**src/rtl/regfile_write_arbiter.sv**
```systemverilog
// Shares the single register-file write port between two writeback requesters:
// A (ALU result) and B (memory load data). Each requester has a one-entry
// holding buffer with a valid/ready handshake. Grants go to the older entry.
// Equal-age entries are granted round-robin, except that equal-age entries to
// the same address always grant A first.
//
// Ports:
//   CLK, RESET            clock, synchronous active-high reset
//   A_VALID/A_ADDR/A_DATA requester A write request; A_READY = A buffer empty
//   B_VALID/B_ADDR/B_DATA requester B write request; B_READY = B buffer empty
//   WRITE/INADDRESS/IN    registered write port to reg_file
//   RD1_ADDR/RD2_ADDR     reg_file read addresses checked for hazards
//   HAZ1/HAZ2             read address matches a buffered or in-flight write
//   BUSY                  any buffer full or a write in flight
module regfile_write_arbiter #(
    parameter int unsigned DATA_W = 8,
    parameter int unsigned ADDR_W = 3
) (
    input  logic              CLK,
    input  logic              RESET,
    input  logic              A_VALID,
    input  logic [ADDR_W-1:0] A_ADDR,
    input  logic [DATA_W-1:0] A_DATA,
    output logic              A_READY,
    input  logic              B_VALID,
    input  logic [ADDR_W-1:0] B_ADDR,
    input  logic [DATA_W-1:0] B_DATA,
    output logic              B_READY,
    output logic              WRITE,
    output logic [ADDR_W-1:0] INADDRESS,
    output logic [DATA_W-1:0] IN,
    input  logic [ADDR_W-1:0] RD1_ADDR,
    input  logic [ADDR_W-1:0] RD2_ADDR,
    output logic              HAZ1,
    output logic              HAZ2,
    output logic              BUSY
);

    // Buffer state
    logic              a_full, b_full;
    logic [ADDR_W-1:0] a_addr, b_addr;
    logic [DATA_W-1:0] a_data, b_data;
    logic              a_old, b_old;   // entry is strictly older than the other
    logic              rr_b;           // round-robin pointer: 0 = A, 1 = B

    // Next-state signals
    logic              a_full_n, b_full_n;
    logic [ADDR_W-1:0] a_addr_n, b_addr_n;
    logic [DATA_W-1:0] a_data_n, b_data_n;
    logic              a_old_n, b_old_n;
    logic              rr_b_n;
    logic              write_n;
    logic [ADDR_W-1:0] inaddress_n;
    logic [DATA_W-1:0] in_n;

    logic acc_a, acc_b;
    logic grant_a, grant_b, rr_toggle;
    logic a_keep, b_keep;

    // Ready depends only on state, and is forced low during reset
    assign A_READY = ~a_full & ~RESET;
    assign B_READY = ~b_full & ~RESET;
    assign acc_a   = A_VALID & A_READY;
    assign acc_b   = B_VALID & B_READY;

    // Grant selection from registered buffer state only
    always_comb begin
        grant_a   = 1'b0;
        grant_b   = 1'b0;
        rr_toggle = 1'b0;
        if (a_full && b_full) begin
            if (a_old != b_old) begin
                grant_a = a_old;
                grant_b = b_old;
            end else if (a_addr == b_addr) begin
                // ALU result must land before the load to the same register
                grant_a = 1'b1;
            end else begin
                grant_a   = ~rr_b;
                grant_b   = rr_b;
                rr_toggle = 1'b1;
            end
        end else begin
            grant_a = a_full;
            grant_b = b_full;
        end
    end

    // Next-state for buffers, age flags, pointer and write port
    always_comb begin
        a_addr_n    = a_addr;
        a_data_n    = a_data;
        b_addr_n    = b_addr;
        b_data_n    = b_data;
        inaddress_n = INADDRESS;
        in_n        = IN;
        write_n     = 1'b0;
        rr_b_n      = rr_b ^ rr_toggle;

        // A buffer is never granted and refilled on the same edge
        a_keep   = a_full & ~grant_a;
        b_keep   = b_full & ~grant_b;
        a_full_n = a_keep | acc_a;
        b_full_n = b_keep | acc_b;

        // A surviving entry is older than anything accepted alongside it;
        // two entries accepted together are equal age
        a_old_n = a_keep & ~b_keep;
        b_old_n = b_keep & ~a_keep;

        if (acc_a) begin
            a_addr_n = A_ADDR;
            a_data_n = A_DATA;
        end
        if (acc_b) begin
            b_addr_n = B_ADDR;
            b_data_n = B_DATA;
        end

        if (grant_a) begin
            write_n     = 1'b1;
            inaddress_n = a_addr;
            in_n        = a_data;
        end else if (grant_b) begin
            write_n     = 1'b1;
            inaddress_n = b_addr;
            in_n        = b_data;
        end
    end

    // State register with synchronous reset
    always_ff @(posedge CLK) begin
        if (RESET) begin
            a_full    <= 1'b0;
            b_full    <= 1'b0;
            a_addr    <= '0;
            b_addr    <= '0;
            a_data    <= '0;
            b_data    <= '0;
            a_old     <= 1'b0;
            b_old     <= 1'b0;
            rr_b      <= 1'b0;
            WRITE     <= 1'b0;
            INADDRESS <= '0;
            IN        <= '0;
        end else begin
            a_full    <= a_full_n;
            b_full    <= b_full_n;
            a_addr    <= a_addr_n;
            b_addr    <= b_addr_n;
            a_data    <= a_data_n;
            b_data    <= b_data_n;
            a_old     <= a_old_n;
            b_old     <= b_old_n;
            rr_b      <= rr_b_n;
            WRITE     <= write_n;
            INADDRESS <= inaddress_n;
            IN        <= in_n;
        end
    end

    // Read-after-write hazard flags; register 0 is checked like any other
    assign HAZ1 = (a_full & (a_addr == RD1_ADDR)) |
                  (b_full & (b_addr == RD1_ADDR)) |
                  (WRITE & (INADDRESS == RD1_ADDR));
    assign HAZ2 = (a_full & (a_addr == RD2_ADDR)) |
                  (b_full & (b_addr == RD2_ADDR)) |
                  (WRITE & (INADDRESS == RD2_ADDR));

    assign BUSY = a_full | b_full | WRITE;

endmodule

```
**config.mk**
```make
export PLATFORM = sky130hd
export DESIGN_NAME = regfile_write_arbiter
export DESIGN_NICKNAME = d
export VERILOG_FILES = /design/src/rtl/regfile_write_arbiter.sv
export SDC_FILE = /design/constraint.sdc
export NUM_CORES = 1
export LEC_CHECK = 0
export ABC_AREA = 1
export CELL_PAD_IN_SITES_DETAIL_PLACEMENT = 0
export CELL_PAD_IN_SITES_GLOBAL_PLACEMENT = 2
export CORE_AREA = 5 5 91 93
export DETAILED_ROUTE_END_ITERATION = 12
export DIE_AREA = 0 0 96 98
export GPL_TIMING_DRIVEN = 0
export MAX_ROUTING_LAYER = met4
export PLACE_DENSITY = 0.83
export SLEW_MARGIN = 10
export SYNTH_ARGS = -nofsm -noshare
export SYNTH_HDL_FRONTEND = slang
export SYNTH_SLANG_ARGS = --single-unit
```
**constraint.sdc**
```tcl
create_clock -name CLK -period 1.7 [get_ports CLK]
set_clock_uncertainty 0.2 [all_clocks]
set_input_delay 0.255 -clock CLK [delete_from_list [all_inputs] [get_ports CLK]]
set_output_delay 0.255 -clock CLK [all_outputs]
set_load 0.05 [all_outputs]
```
==> results_dict.tcl <==
set metrics [dict create \
    synth_area_mm2 0.00185 \
    clk_pin_slew_ns 0.08 \
    cts_root_buffer "clkbuf_8" \
    layout-drive-gt1-share_pct 30.4 \
    crit_start "b_addr[1]$_SDFFE_PP0P_" \
    fp.coreArea_mm2 0.00745 \
    layout_min_cycle_time_ns 1.81 \
    worstPathArrival_ns 1.36 \
    synth_mux_area_share_pct 0 \
    fmax_mhz 552 \
    drv_slew 0 \
    gp_congestion 0.749 \
    drt_pre_antenna_iters 4 \
    register_area_um2 806 \
    clock_path_buffers 2 \
    power_mw 2.40 \
    rsz0062_at_grt "true" \
    nets 343 \
    cp-end-kind "primary output" \
    required_ns 1.24 \
    ys_seq_elements 39 \
    drt_drc_violations_left 0 \
    maxCapViolCount 0 \
    ys.warnings.count 0 \
    syn_nets 277 \
    hold_viol_final 0 \
    vias 1838 \
    syn_inst 245 \
    worst_hold_path_type "in2reg" \
    critPathKind "reg2out" \
    hold_buffers 0 \
    portBuffers 47 \
    placed_area_mm2 0.00247 \
    post-place-cells 394 \
    grt.overflow.total 0 \
    first_iter_violations 66 \
    critPathSlowestCell "dfxtp_4" \
    drt_wl_total_mm 5.92 \
    cts_max_level 2 \
    multi_input_area_um2 990 \
    die-height_um 98 \
    tightest_slew_ns 0.507 \
    final_cells 414 \
    insertion_delay_ns 0.29 \
    synth_cell_type_count 19 \
    synth-adder-area-share_pct 0 \
    failed_checks "setup timing" \
    area_delta_synth_final_pct 55.0 \
    start_util_pct 24.8 \
    cts.sinks 39 \
    crit_path_start_kind "flip-flop" \
    peakVddDrop_v 0.000285 \
    grt_max_degree 13 \
    grt_pass1_vias 1786 \
    yosysSeqAreaShare_pct 42.2 \
    syn_area_per_cell_um2 7.55 \
    via_per_inst 4.44 \
    num_antenna_cells 0 \
    synth_compound_area_share_pct 18.8 \
    nFillCells 842 \
    antenna_left 0 \
    min_period_over_period_pct 107 \
    setup_viol 2 \
    postLayoutCellArea_mm2 0.00287 \
    hp-start "RESET" \
    io_pins 49 \
    numCtsBuffers 5 \
    slowest_delay_ns 0.38 \
    synth_xor_area_share_pct 3.79 \
    post_drt_wl_per_cell_um 14.3 \
    grt_pass1_wl_mm 9.03 \
    p_leak_nw 1.26 \
    cts_tree "yes" \
    cp_max_fo 5 \
    layout_setup_ws_ns -0.112 \
    hpwlAfterDp_mm 4.05 \
    row_count 32 \
    outcome "finished, violations left" \
    synthSimpleGateAreaFrac_pct 22.8 \
    grt_use_total_pct 12.7 \
    r2r-start "a_addr[1]$_SDFFE_PP0P_" \
    powerDensity_mw_per_mm2 836 \
    path_cells "inv_4 > nand2_1 > o21ai_2 > a21oi_2 > o2111ai_2 > nand3_2 > buf_8" \
    synth_top_family_by_area "simple AND/OR/NAND/NOR gates" \
    maxSlewHeadroom_pct 66.4 \
    dieArea_mm2 0.00941 \
    die_w_um 96 \
    grt_antenna_before_repair 0 \
]
[report_power, final]
| part | total (mW) | leakage [nW] | switching (mW) | internal (mW) |
|---|---|---|---|---|
| clock | 0.804 | 0.0612 | 0.329 | 0.475 |
| sequential | 1.02 | 0.325 | 0.0451 | 0.972 |
| combinational | 0.577 | 0.873 | 0.335 | 0.243 |
[critical path: cells and delay by family, from the launching register on]
kind / cells / cell delay (ns)
AO/OA/AOI/OAI: 3 / 0.30
buffers and inverters: 2 / 0.20
AND/OR/NAND/NOR: 2 / 0.19
flip-flops: 1 / 0.38
[worst paths after layout]
check | depth (start not counted) | endpoint | slack, ns
max | 7 | HAZ2 | -0.11
min | 2 | b_old$_SDFF_PP0_ | 0.13
max reg2reg | 13 | IN[0]$_SDFFE_PP0P_ | 0.02
min reg2reg | 2 | a_data[3]$_SDFFE_PP0P_ | 0.26
[cell usage after synthesis, drive strengths merged]
cell     number  area [µm²]
clkbuf        3        11.3
nand3        40         210
a21oi        28         140
xnor2         8        70.1
o21ai        26         130
inv          32         120
o22ai         4        25.0
buf          12        98.8
dfxtp        39         781
nand2        40         185
o2111ai       6        52.6
nor2          7        26.3
[layer usage]
metal	track usage, %	up-vias	routed length, µm
met3	2.39	6	325
met4	3.61	0	93
met1	17.2	829	2730
li1	-	950	-
met2	19.1	53	2770
met5	-	-	0
[registers in the layout (all words and copies together), names as in the netlist]
name / flops
IN: 8
a_data: 8
b_data: 8
INADDRESS: 3
a_addr: 3
b_addr: 3
WRITE: 1
a_full: 1
a_old: 1
b_full: 1
b_old: 1
rr_b: 1
[area by class of cell]
type                            instances  area share, %
Multi-Input combinational cell        159           34.5
Sequential cell                        39           28.1
Buffer                                 15           4.58
Tap cell                              102           4.45
Clock buffer                            6           2.88
Inverter                               32           4.36
Timing Repair Buffer                   59           19.9
Clock inverter                          2           1.22
[cells by family (layout without fill, tap and decap cells)]
kind of cell | Yosys count | after routing
buf+inv | 47 | 114
simple gates | 87 | 87
xor+xnor | 8 | 8
flops | 39 | 39
compound gates | 64 | 64
[cells in the final DEF, fill, tap and decap left out, types with 4 or more instances in the layout]
cell / instances
a21oi_1: 26
buf_2: 7
buf_4: 10
buf_6: 6
buf_8: 4
clkbuf_8: 6
clkdlybuf4s50_1: 24
dfxtp_1: 29
dfxtp_2: 5
dfxtp_4: 5
dlygate4sd2_1: 12
inv_1: 25
inv_2: 5
nand2_1: 26
nand2_2: 10
nand2_4: 4
nand3_1: 27
nand3_2: 13
nor2_1: 4
o2111ai_1: 4
o21ai_0: 23
xnor2_1: 6
[through the flow]
step                      hold slack, ns  setup slack (ns)  utilization [%]  TNS (ns)
after floorplan                    0.193           -0.0563                -    -0.810
after global placement             0.241            -0.824             33.1     -2.60
after detailed placement           0.248            -0.862             33.1     -2.63
after CTS                          0.128            -0.180             35.7    -0.209
after global routing               0.168            -0.206             38.5     -1.24
final                              0.132            -0.112             38.5    -0.188
[timing repair]
item,CTS,global route
pin swaps,3,5
cloned,0,1
setup endpoints to repair,17,15
setup buffers,4,7
gates resized for setup,71,40
(Power assumes the default switching activity.)
